==> config.mk <==
export PLATFORM = sky130hd
export DESIGN_NAME = clkdiv_multi
export DESIGN_NICKNAME = d
export VERILOG_FILES = /design/src/rtl/clkdiv_pkg.sv /design/src/rtl/clkdiv_channel.sv /design/src/rtl/clkdiv_multi.sv
export SDC_FILE = /design/constraint.sdc
export NUM_CORES = 1
export LEC_CHECK = 0
export CORE_UTILIZATION = 46
export CTS_BUF_LIST = sky130_fd_sc_hd__clkbuf_2
export CTS_CLUSTER_DIAMETER = 30
export CTS_CLUSTER_SIZE = 20
export DETAILED_ROUTE_END_ITERATION = 12
export PLACE_DENSITY = 0.65
export SLEW_MARGIN = 20
export SYNTH_ARGS = -nofsm -noshare
export SYNTH_HDL_FRONTEND = slang
export SYNTH_SLANG_ARGS = --single-unit
==> constraint.sdc <==
create_clock -name clock_in -period 4.1 [get_ports clock_in]
set_clock_uncertainty 0.15 [all_clocks]
set_input_delay 1.025 -clock clock_in [delete_from_list [all_inputs] [get_ports clock_in]]
set_output_delay 1.025 -clock clock_in [all_outputs]
set_load 0.03 [all_outputs]
==> src/rtl/clkdiv_pkg.sv <==
// Shared types and helpers for the multi-channel clock divider.
// Optional build macro: CLKDIV_PHASE_EN adds a per-channel sync phase field.
package clkdiv_pkg;

  // Default counter/divisor width.
  localparam int unsigned CNT_WIDTH_DEFAULT = 28;

  // Config words are carried at a fixed width and truncated inside each channel,
  // so CNT_WIDTH may be anything up to CFG_WIDTH.
  localparam int unsigned CFG_WIDTH = 32;

  // Smallest period that still produces a distinct high and low phase.
  localparam int unsigned MIN_DIVISOR = 2;

  typedef logic [CFG_WIDTH-1:0] cfg_word_t;

  typedef struct packed {
    cfg_word_t divisor;
    cfg_word_t high;
`ifdef CLKDIV_PHASE_EN
    cfg_word_t phase;
`endif
  } chan_cfg_t;

  // Bring a raw request into range: the divisor has a floor, and high time and
  // phase may not reach past the period.
  function automatic chan_cfg_t clamp_cfg(chan_cfg_t raw);
    chan_cfg_t c;
    c = raw;
    if (raw.divisor < cfg_word_t'(MIN_DIVISOR)) begin
      c.divisor = cfg_word_t'(MIN_DIVISOR);
    end
    if (raw.high > c.divisor) begin
      c.high = c.divisor;
    end
`ifdef CLKDIV_PHASE_EN
    if (raw.phase >= c.divisor) begin
      c.phase = c.divisor - cfg_word_t'(1);
    end
`endif
    return c;
  endfunction

endpackage

==> src/rtl/clkdiv_channel.sv <==
// One divider channel: period counter, committed config and registered
// clock_out/tick_out. New config lands only when the counter restarts.
// Optional build macro: CLKDIV_PHASE_EN loads a stored phase on sync.
module clkdiv_channel import clkdiv_pkg::*; #(
  parameter int unsigned CNT_WIDTH       = CNT_WIDTH_DEFAULT,
  parameter int unsigned DEFAULT_DIVISOR = 20000000
) (
  input  logic      clock_in,
  input  logic      reset_n,
  input  logic      enable,
  input  logic      sync,
  input  logic      commit,
  input  chan_cfg_t commit_cfg,
  output logic      at_wrap,
  output logic      clock_out,
  output logic      tick_out
);

  logic [CNT_WIDTH-1:0] cnt_q;
  logic [CNT_WIDTH-1:0] cnt_d;
  logic [CNT_WIDTH-1:0] div_q;
  logic [CNT_WIDTH-1:0] high_q;
  logic [CNT_WIDTH-1:0] last_cnt;
  logic [CNT_WIDTH-1:0] sync_load;
  logic                 clock_d;
  logic                 tick_d;
  logic                 unused_cfg;

  // Config words are wider than the counter; upper bits are always zero here.
  assign unused_cfg = ^commit_cfg;

  assign last_cnt = div_q - CNT_WIDTH'(1);
  assign at_wrap  = enable && (cnt_q == last_cnt);

`ifdef CLKDIV_PHASE_EN
  logic [CNT_WIDTH-1:0] phase_q;

  // A config committed by this very sync already carries the phase to use.
  assign sync_load = commit ? commit_cfg.phase[CNT_WIDTH-1:0] : phase_q;

  // Phase register, updated alongside the rest of the committed config.
  always_ff @(posedge clock_in or negedge reset_n) begin
    if (!reset_n) begin
      phase_q <= '0;
    end else if (commit) begin
      phase_q <= commit_cfg.phase[CNT_WIDTH-1:0];
    end
  end
`else
  assign sync_load = '0;
`endif

  // Next count and next output values; a disabled channel parks at zero.
  always_comb begin
    cnt_d   = cnt_q;
    clock_d = 1'b0;
    tick_d  = 1'b0;
    if (!enable) begin
      cnt_d = '0;
    end else begin
      clock_d = (cnt_q < high_q);
      tick_d  = (cnt_q == '0);
      if (sync) begin
        cnt_d = sync_load;
      end else if (cnt_q == last_cnt) begin
        cnt_d = '0;
      end else begin
        cnt_d = cnt_q + CNT_WIDTH'(1);
      end
    end
  end

  // Counter, committed config and registered outputs.
  always_ff @(posedge clock_in or negedge reset_n) begin
    if (!reset_n) begin
      cnt_q     <= '0;
      div_q     <= CNT_WIDTH'(DEFAULT_DIVISOR);
      high_q    <= CNT_WIDTH'(DEFAULT_DIVISOR / 2);
      clock_out <= 1'b0;
      tick_out  <= 1'b0;
    end else begin
      cnt_q     <= cnt_d;
      clock_out <= clock_d;
      tick_out  <= tick_d;
      if (commit) begin
        div_q  <= commit_cfg.divisor[CNT_WIDTH-1:0];
        high_q <= commit_cfg.high[CNT_WIDTH-1:0];
      end
    end
  end

endmodule

==> src/rtl/clkdiv_multi.sv <==
// Multi-channel clock divider top: a single pending-config slot with a
// valid/ready handshake feeding CHANNELS independent divider channels.
// Optional build macro: CLKDIV_PHASE_EN adds the cfg_phase input.
module clkdiv_multi import clkdiv_pkg::*; #(
  parameter int unsigned CHANNELS        = 4,
  parameter int unsigned CNT_WIDTH       = CNT_WIDTH_DEFAULT,
  parameter int unsigned DEFAULT_DIVISOR = 20000000,
  localparam int unsigned CHAN_W         = (CHANNELS > 1) ? $clog2(CHANNELS) : 1
) (
  input  logic                 clock_in,
  input  logic                 reset_n,
  input  logic [CHANNELS-1:0]  chan_enable,
  input  logic                 sync_in,
  input  logic                 cfg_valid,
  output logic                 cfg_ready,
  input  logic [CHAN_W-1:0]    cfg_chan,
  input  logic [CNT_WIDTH-1:0] cfg_divisor,
  input  logic [CNT_WIDTH-1:0] cfg_high,
`ifdef CLKDIV_PHASE_EN
  input  logic [CNT_WIDTH-1:0] cfg_phase,
`endif
  output logic [CHANNELS-1:0]  clock_out,
  output logic [CHANNELS-1:0]  tick_out
);

  logic              pend_valid_q;
  logic [CHAN_W-1:0] pend_chan_q;
  chan_cfg_t         pend_cfg_q;
  chan_cfg_t         cfg_raw;
  chan_cfg_t         commit_cfg;
  logic              take;
  logic              pend_in_range;
  logic              pend_done;

  logic [CHANNELS-1:0] at_wrap;
  logic [CHANNELS-1:0] can_commit;
  logic [CHANNELS-1:0] commit;

  assign cfg_ready = ~pend_valid_q;
  assign take      = cfg_valid && cfg_ready;

  // Widen the request fields into the shared config word format.
  always_comb begin
    cfg_raw         = '0;
    cfg_raw.divisor = cfg_word_t'(cfg_divisor);
    cfg_raw.high    = cfg_word_t'(cfg_high);
`ifdef CLKDIV_PHASE_EN
    cfg_raw.phase   = cfg_word_t'(cfg_phase);
`endif
  end

  // Clamping is applied on the way out of the slot, so every channel sees a legal config.
  assign commit_cfg = clamp_cfg(pend_cfg_q);

  assign pend_in_range = (32'(pend_chan_q) < CHANNELS);

  // Out-of-range targets are simply dropped so the slot never wedges.
  assign pend_done = pend_valid_q && (!pend_in_range || (|commit));

  // Pending slot: filled on a transfer, emptied on commit or discard.
  always_ff @(posedge clock_in or negedge reset_n) begin
    if (!reset_n) begin
      pend_valid_q <= 1'b0;
      pend_chan_q  <= '0;
      pend_cfg_q   <= '0;
    end else if (take) begin
      pend_valid_q <= 1'b1;
      pend_chan_q  <= cfg_chan;
      pend_cfg_q   <= cfg_raw;
    end else if (pend_done) begin
      pend_valid_q <= 1'b0;
    end
  end

  for (genvar i = 0; i < CHANNELS; i++) begin : g_chan
    // A running channel only takes config when its counter is about to restart.
    assign can_commit[i] = chan_enable[i] ? (at_wrap[i] || sync_in) : 1'b1;
    assign commit[i]     = pend_valid_q && (pend_chan_q == CHAN_W'(i)) && can_commit[i];

    clkdiv_channel #(
      .CNT_WIDTH       (CNT_WIDTH),
      .DEFAULT_DIVISOR (DEFAULT_DIVISOR)
    ) u_chan (
      .clock_in   (clock_in),
      .reset_n    (reset_n),
      .enable     (chan_enable[i]),
      .sync       (sync_in),
      .commit     (commit[i]),
      .commit_cfg (commit_cfg),
      .at_wrap    (at_wrap[i]),
      .clock_out  (clock_out[i]),
      .tick_out   (tick_out[i])
    );
  end

endmodule

==> results of run 1 <==
cell type report:
| type | instances | area, µm² |
|---|---|---|
| Fill cell | 4530 | 23480 |
| Timing Repair Buffer | 180 | 1779 |
| Inverter | 174 | 655.6 |
| Tap cell | 680 | 850.8 |
| Antenna cell | 5 | 12.51 |
| Clock inverter | 74 | 818.3 |
| Sequential cell | 403 | 10160 |
| Multi-Input combinational cell | 1678 | 13480 |
| Clock buffer | 115 | 575.6 |
per-stage QoR:
step | hold WS [ns] | util (%)
5_1_grt | 0.2181 | 54.67
2_1_floorplan | 0.3081 | -
6_report | 0.2829 | 54.69
3_5_place_dp | 0.3294 | 50.81
4_1_cts | 0.1528 | 53.54
3_3_place_gp | 0.3194 | 50.81
critical path, delay by kind of cell (launching register included):
kind | cells | cell delay (ns)
adders and majority gates | 1 | 0.21
buffers and inverters | 2 | 0.30
AOI/OAI and AO/OA | 6 | 1.16
DFF | 1 | 0.43
and+or+nand+nor | 5 | 1.16
muxes | 2 | 0.64
per-layer routing:
metal	GRT usage, %	wire length [µm]
met2	43.33	33560
met3	7.502	6308
met4	11.92	2708
met5	0	18
met1	37.44	32840
kinds of logic after synthesis:
kind of cell | count (synthesis) | synth area share [%]
simple gates | 739 | 16.05
fa+ha+maj | 148 | 7.607
flops | 403 | 41.75
buf+inv | 281 | 4.919
xor+xnor | 236 | 8.491
mux | 301 | 14.39
compound gates | 254 | 6.794
flip-flops by register name (all words and copies together) (netlist names):
register,flops
g_chan.u_chan.cnt_q,112
pend_valid_q,1
g_chan.u_chan.clock_out,4
pend_chan_q,2
g_chan.u_chan.high_q,112
g_chan.u_chan.tick_out,4
g_chan.u_chan.div_q,112
pend_cfg_q,56
power by group through the flow:
stage	sequential, mW	clock, mW	combinational, mW
after detailed placement	7.10	0	8.07
after global placement	7.03	0	7.88
after global routing	7.26	4.18	9.77
after CTS	7.03	3.98	8.13
after floorplan	6.45	0	5.40
final	7.14	3.90	9.16
repair_timing:
action,4_1_cts,5_1_grt
endpoints found under the setup margin,112,172
pin swaps,1,12
buffers inserted,0,4
endpoints found under the hold margin,47,0
gates resized for setup,2,119
hold buffers,1,0
cloned,0,4
synthesized netlist by cell type, drive strengths merged (10+ instances only):
master  instances  area [µm²]
dfrtp         339        8483
mux2          278        3273
nor2          201       754.5
inv           174       653.1
ha            148        1852
xnor2         124        1086
nand2         112       420.4
xor2          112       980.9
o21ai          75       375.4
clkbuf         72       270.3
nand3          69       345.3
nor4           67       446.7
dfstp          64        1682
nand4          53       331.6
a21oi          48       240.2
a21o           42       315.3
nor3           40       200.2
buf            35       274.0
nor2b          28       175.2
or4            28       210.2
and3           27       168.9
nand2b         24       150.1
mux2i          23       230.2
nand3b         15       112.6
or3            14       87.58
nor4b          10       87.58
or2            10       62.56
worst paths after layout:
path / start / endpoint / slack (ns) / depth (start not counted)
max: pend_cfg_q[59]$_DFFE_PN0P_ / g_chan[0].u_chan.high_q[27]$_DFFE_PN0P_ / -0.04 / 16
min: cfg_divisor[9] / pend_cfg_q[41]$_DFFE_PN0P_ / 0.28 / 3
max reg2reg: pend_cfg_q[59]$_DFFE_PN0P_ / g_chan[0].u_chan.high_q[27]$_DFFE_PN0P_ / -0.04 / 16
min reg2reg: g_chan[0].u_chan.high_q[8]$_DFFE_PN0P_ / g_chan[0].u_chan.high_q[8]$_DFFE_PN0P_ / 0.37 / 1
max in group asynchronous: reset_n / g_chan[2].u_chan.div_q[8]$_DFFE_PN1P_ / 2.45 / 3
min in group asynchronous: reset_n / g_chan[3].u_chan.high_q[26]$_DFFE_PN0P_ / 0.33 / 2
==> flow_metrics.tcl, run 1 <==
set metrics [dict create \
    areaGrowthSynthToFinish_pct 16.41 \
    numPortBuffers 74 \
    drive_above_1_share_pct 24.54 \
    clock_power_share_pct 19.3 \
    power.switching_fraction_pct 40.91 \
    post_synth_num_cell_types 75 \
    cts_root_buffer "sky130_fd_sc_hd__clkbuf_2" \
    cpMostUsedCell "sky130_fd_sc_hd__o21a_1" \
    via_count_of_the_first_global_routing_pass 19080 \
    worst_slack_ns -0.03701 \
    stdcell_count 3309 \
    top_level_ports 75 \
    drv_slew 0 \
    ctsHtreeMaxLevel 3 \
    clock_latency_ns 1.15 \
    synth_cells 2362 \
    ys_seq_area_share_pct 41.75 \
    overall_fraction_of_global_route_tracks_in_use_pct 28.21 \
    clockBufferDepth 3 \
    dp_slack_ns -0.1597 \
    synthesis.nets 2576 \
    route.detailed.vias_per_inst 5.767 \
    postSynthRegisterBits 403 \
    class_of_the_most_critical_hold_timing_path "in -> reg" \
    finalCritPeriodShare_pct 100.9 \
    synth-edff-count 0 \
    global_route.overflow_total 0 \
    detailroute.via_count 19080 \
    dp_cells 3106 \
    max_cap_violations 0 \
    final_setup_fails 22 \
    crit_slowest_cell "sky130_fd_sc_hd__dfrtp_1" \
    drt_first_iter_violations 1489 \
    internal-power_mw 11.94 \
    post_synth_instance_area_um2 24340 \
    critical_path_required_ns 4.95 \
    powerDensity_nw_per_um2 712.9 \
    critical_path_arrival_ns 4.99 \
    status "complete, but fails checks" \
    tritoncts "done" \
    worstMarginPinSlew_ns 1.030 \
    finalHoldViolCount 0 \
    final_net_count 2752 \
    violations_in_the_final_reports "setup timing" \
    min_period_ns 4.137 \
    ys.warnings.count 0 \
    max_stage_delay_ns 0.43 \
    setup-tns-final_ns -0.2487 \
    dieHeight_um 232.1 \
    grt_start_max_net_pins 94 \
    worst-setup-path-type "reg -> reg" \
    worstSetupStartpointType "register" \
    fin_area_um2 28340 \
    power_mw 20.20 \
    critPathMaxFanout 7 \
    power.share.sequential_pct 35.3 \
    layout_commonest_cell "sky130_fd_sc_hd__dfrtp_1" \
    dp_hpwl_mm 54.07 \
    rows 83 \
    power.combinational.fraction_pct 45.4 \
    worst_max_slew_margin_expressed_relative_to_the_limit_pct 30.73 \
    grt_first_pass_wirelength_mm 114.3 \
    worst_ir_drop_vdd_uv 451.0 \
    core_region_area_um2 51820 \
    rsz0062_at_grt "true" \
    fmax_mhz 241.7 \
    synth_flop_cell "sky130_fd_sc_hd__dfrtp_1" \
    route.final.wire_length_mm 75.44 \
    crit_path_cell_trace "nor4_4, nand4_1, nor2_2, or2_4, inv_4, ha_4, nor2b_4, o21a_1, o21a_1, o211ai_1, a21oi_1, o21a_1, o21ai_4, clkbuf_16, mux2_4, mux2_4" \
    die-width_um 232.1 \
    gp_congestion 0.9292 \
    drt_pre_antenna_iters 5 \
    clock_sinks 403 \
    clkSlewWorstSetupHoldPaths_ns 0.12 \
    post_synth.cell_area_avg_um2 10.31 \
    worstSetupEndpointType "register" \
    layout_common_cells "sky130_fd_sc_hd__dfrtp_1, sky130_fd_sc_hd__nor2_1, sky130_fd_sc_hd__inv_1" \
    antenna_violating_nets_post_route 0 \
    effective_utilization_at_floorplan_pct 46.98 \
    tritoncts.num_buffers 101 \
    total_die_area_um2 53850 \
    antenna_found_initial 8 \
    leakage_nw 12.97 \
    post-route-drc-count 0 \
    placement_cell_area_um2 26330 \
    power.net_switching_mw 8.265 \
    wl_per_cell_um 22.80 \
    postSynth.asyncResetShare_pct 100.0 \
]
Note: power is estimated with default switching activity, not from simulation.
==> run 2, diff against run 1 <==
ABC_AREA = 0   (was not set)
==> results of run 2 <==
The final DEF is identical to that of run 1; final timing and power are the same.
==> run 3, diff against run 2 <==
ABC_CLOCK_PERIOD_IN_PS = 4100   (was not set)
CTS_BUF_LIST = sky130_fd_sc_hd__clkbuf_8   (was sky130_fd_sc_hd__clkbuf_2)
SETUP_SLACK_MARGIN = 0.2   (was not set)
==> flow_metrics.tcl, run 3 (synthesis results as in run 1) <==
set metrics [dict create \
    status "completed" \
    min_period_ns 4.089 \
    route.final.wire_length_mm 78.24 \
    clock_latency_ns 0.73 \
    tritoncts.num_buffers 99 \
    antenna_violating_nets_post_route 0 \
    worst_ir_drop_vdd_uv 427.8 \
    final_net_count 2787 \
    numPortBuffers 74 \
    class_of_the_most_critical_hold_timing_path "in -> async" \
    largest_registers "g_chan.u_chan.cnt_q: 112 flops, g_chan.u_chan.div_q: 112 flops, g_chan.u_chan.high_q: 112 flops" \
    powerDensity_nw_per_um2 744.6 \
    global_route.overflow_total 0 \
    power.switching_fraction_pct 39.69 \
    crit_slowest_cell "sky130_fd_sc_hd__dfrtp_1" \
    power_mw 22.16 \
    tritoncts "done" \
    drive_above_1_share_pct 26.64 \
    areaGrowthSynthToFinish_pct 22.26 \
    worstMarginPinSlew_ns 1.092 \
    clockBufferDepth 3 \
    rsz0062_at_grt "true" \
    antenna_found_initial 5 \
    via_count_of_the_first_global_routing_pass 19010 \
    worstSetupEndpointType "register" \
    worstPathBufferInverterCount 3 \
    worst-setup-path-type "reg -> reg" \
    power.net_switching_mw 8.796 \
    core_region_area_um2 51820 \
    detailroute.via_count 19330 \
    route.detailed.vias_per_inst 5.788 \
    max_stage_delay_ns 0.42 \
    leakage_nw 13.61 \
    drv_slew 0 \
    critical_path_arrival_ns 4.51 \
    die-width_um 232.1 \
    clock_power_share_pct 23.9 \
    rows 83 \
    path_delay_family "simple AND/OR/NAND/NOR gates" \
    wl_per_cell_um 23.43 \
    total_die_area_um2 53850 \
    finalCritPeriodShare_pct 99.72 \
    worst_r2r_startpoint "pend_cfg_q[59]$_DFFE_PN0P_" \
    cts_root_buffer "sky130_fd_sc_hd__clkbuf_8" \
    setup.reg_to_reg.worst_slack_ns 0.01 \
    reg2regPathDepth 17 \
    drt_first_iter_violations 1444 \
    grt_start_max_net_pins 87 \
    fmax_mhz 244.6 \
    layout_common_cells "sky130_fd_sc_hd__dfrtp_1, sky130_fd_sc_hd__nor2_1, sky130_fd_sc_hd__inv_1" \
    timing.rr.end "g_chan[0].u_chan.high_q[14]$_DFFE_PN0P_" \
    clock_sinks 403 \
    power.share.sequential_pct 31.8 \
    clkSlewWorstSetupHoldPaths_ns 0.05 \
    final_setup_fails 0 \
    placement_cell_area_um2 26400 \
    max_cap_violations 0 \
    grt_first_pass_wirelength_mm 115.9 \
    critical_path_required_ns 4.52 \
    launch_point_of_the_worst_path "pend_cfg_q[59]$_DFFE_PN0P_" \
    drt_pre_antenna_iters 7 \
    dieHeight_um 232.1 \
    worst_max_slew_margin_expressed_relative_to_the_limit_pct 25.30 \
    internal-power_mw 13.37 \
    gp_congestion 0.9491 \
    fin_area_um2 29760 \
    layout_commonest_cell "sky130_fd_sc_hd__dfrtp_1" \
    finalHoldViolCount 0 \
    worstSetupStartpointType "register" \
    top_level_ports 75 \
    post-route-drc-count 0 \
    power.combinational.fraction_pct 44.3 \
    ctsHtreeMaxLevel 3 \
    dp_hpwl_mm 54.77 \
    crit_path_cell_trace "nor4_4, nand4_1, nor2_2, or2_4, inv_4, ha_4, nor2b_4, o21a_1, o21a_1, o211ai_1, a21oi_1, o21a_1, o21ai_4, buf_12, clkbuf_16, mux2_4, mux2_4" \
    cpMostUsedCell "sky130_fd_sc_hd__o21a_1" \
    overall_fraction_of_global_route_tracks_in_use_pct 28.78 \
    critPathMaxFanout 6 \
    effective_utilization_at_floorplan_pct 46.98 \
]
==> run 3: cell count changes in the layout (fill, tap and decap cells not counted), moves of 12 or more <==
cell | previous run | this run
sky130_fd_sc_hd__mux2_4 | 136 | 148
sky130_fd_sc_hd__inv_1 | 173 | 192
sky130_fd_sc_hd__clkbuf_2 | 115 | 0
sky130_fd_sc_hd__clkinv_1 | 23 | 0
sky130_fd_sc_hd__buf_4 | 87 | 106
sky130_fd_sc_hd__clkbuf_8 | 0 | 115
sky130_fd_sc_hd__inv_6 | 0 | 12
==> run 3: power groups by stage <==
stage | clock network [mW] | logic [mW] | registers, mW
CTS | 5.39 | 8.41 | 6.92
global route | 5.60 | 10.3 | 7.17
global placement | 0 | 8.06 | 6.92
floorplan | 0 | 5.40 | 6.45
finish | 5.30 | 9.81 | 7.05
detailed placement | 0 | 8.28 | 6.95
==> run 3: layout make-up <==
cell class,instances,area (µm²)
tap,680,850.8
antenna,2,5.005
fill,4361,22060
sequential,403,10170
inverter,174,655.6
clock inverter,71,636.9
clock buffer,115,1583
timing repair buffer,216,2241
multi-input combinational,1679,13620
==> run 3: through the flow <==
step | hold WS, ns | setup TNS (ns) | cells | util, % | worst slack, ns
finish | 0.1936 | 0 | 3340 | 57.44 | 0.01150
global route | 0.2492 | -0.1264 | 3338 | 57.43 | -0.03232
CTS | 0.2132 | 0 | 3306 | 55.44 | 0.2006
detailed placement | 0.3297 | -0.5242 | 3117 | 50.94 | -0.04998
global placement | 0.3208 | -0.3807 | 3117 | 50.94 | -0.03126
floorplan | 0.3081 | 0 | 2362 | - | 0.2493
==> run 3: worst max path at each step <==
stage / end / slack [ns] / cells past startpoint
after global routing: g_chan[0].u_chan.high_q[14]$_DFFE_PN0P_ / -0.03 / 17
after floorplan: g_chan[1].u_chan.high_q[21]$_DFFE_PN0P_ / 0.25 / 14
after global placement: g_chan[2].u_chan.high_q[4]$_DFFE_PN0P_ / -0.03 / 10
after detailed placement: g_chan[2].u_chan.high_q[4]$_DFFE_PN0P_ / -0.05 / 10
final: g_chan[0].u_chan.high_q[14]$_DFFE_PN0P_ / 0.01 / 17
after CTS: g_chan[3].u_chan.high_q[18]$_DFFE_PN0P_ / 0.20 / 16
==> run 3: timing repair <==
item	CTS	global route
pin swaps	4	19
resized for setup	15	150
hold buffers	0	0
buffers inserted	2	17
endpoints found under the hold margin	0	0
setup endpoints to repair	164	223
gates cloned	1	15
==> run 3: metal layers <==
layer / GRT usage (%) / vias to the layer above / part of all wire [%]
met5: 0 / - / 0
met3: 6.839 / 181 / 8.8
met1: 38.87 / 9527 / 43
li1: - / 8784 / -
met4: 13.55 / 0 / 4.1
met2: 43.42 / 840 / 44
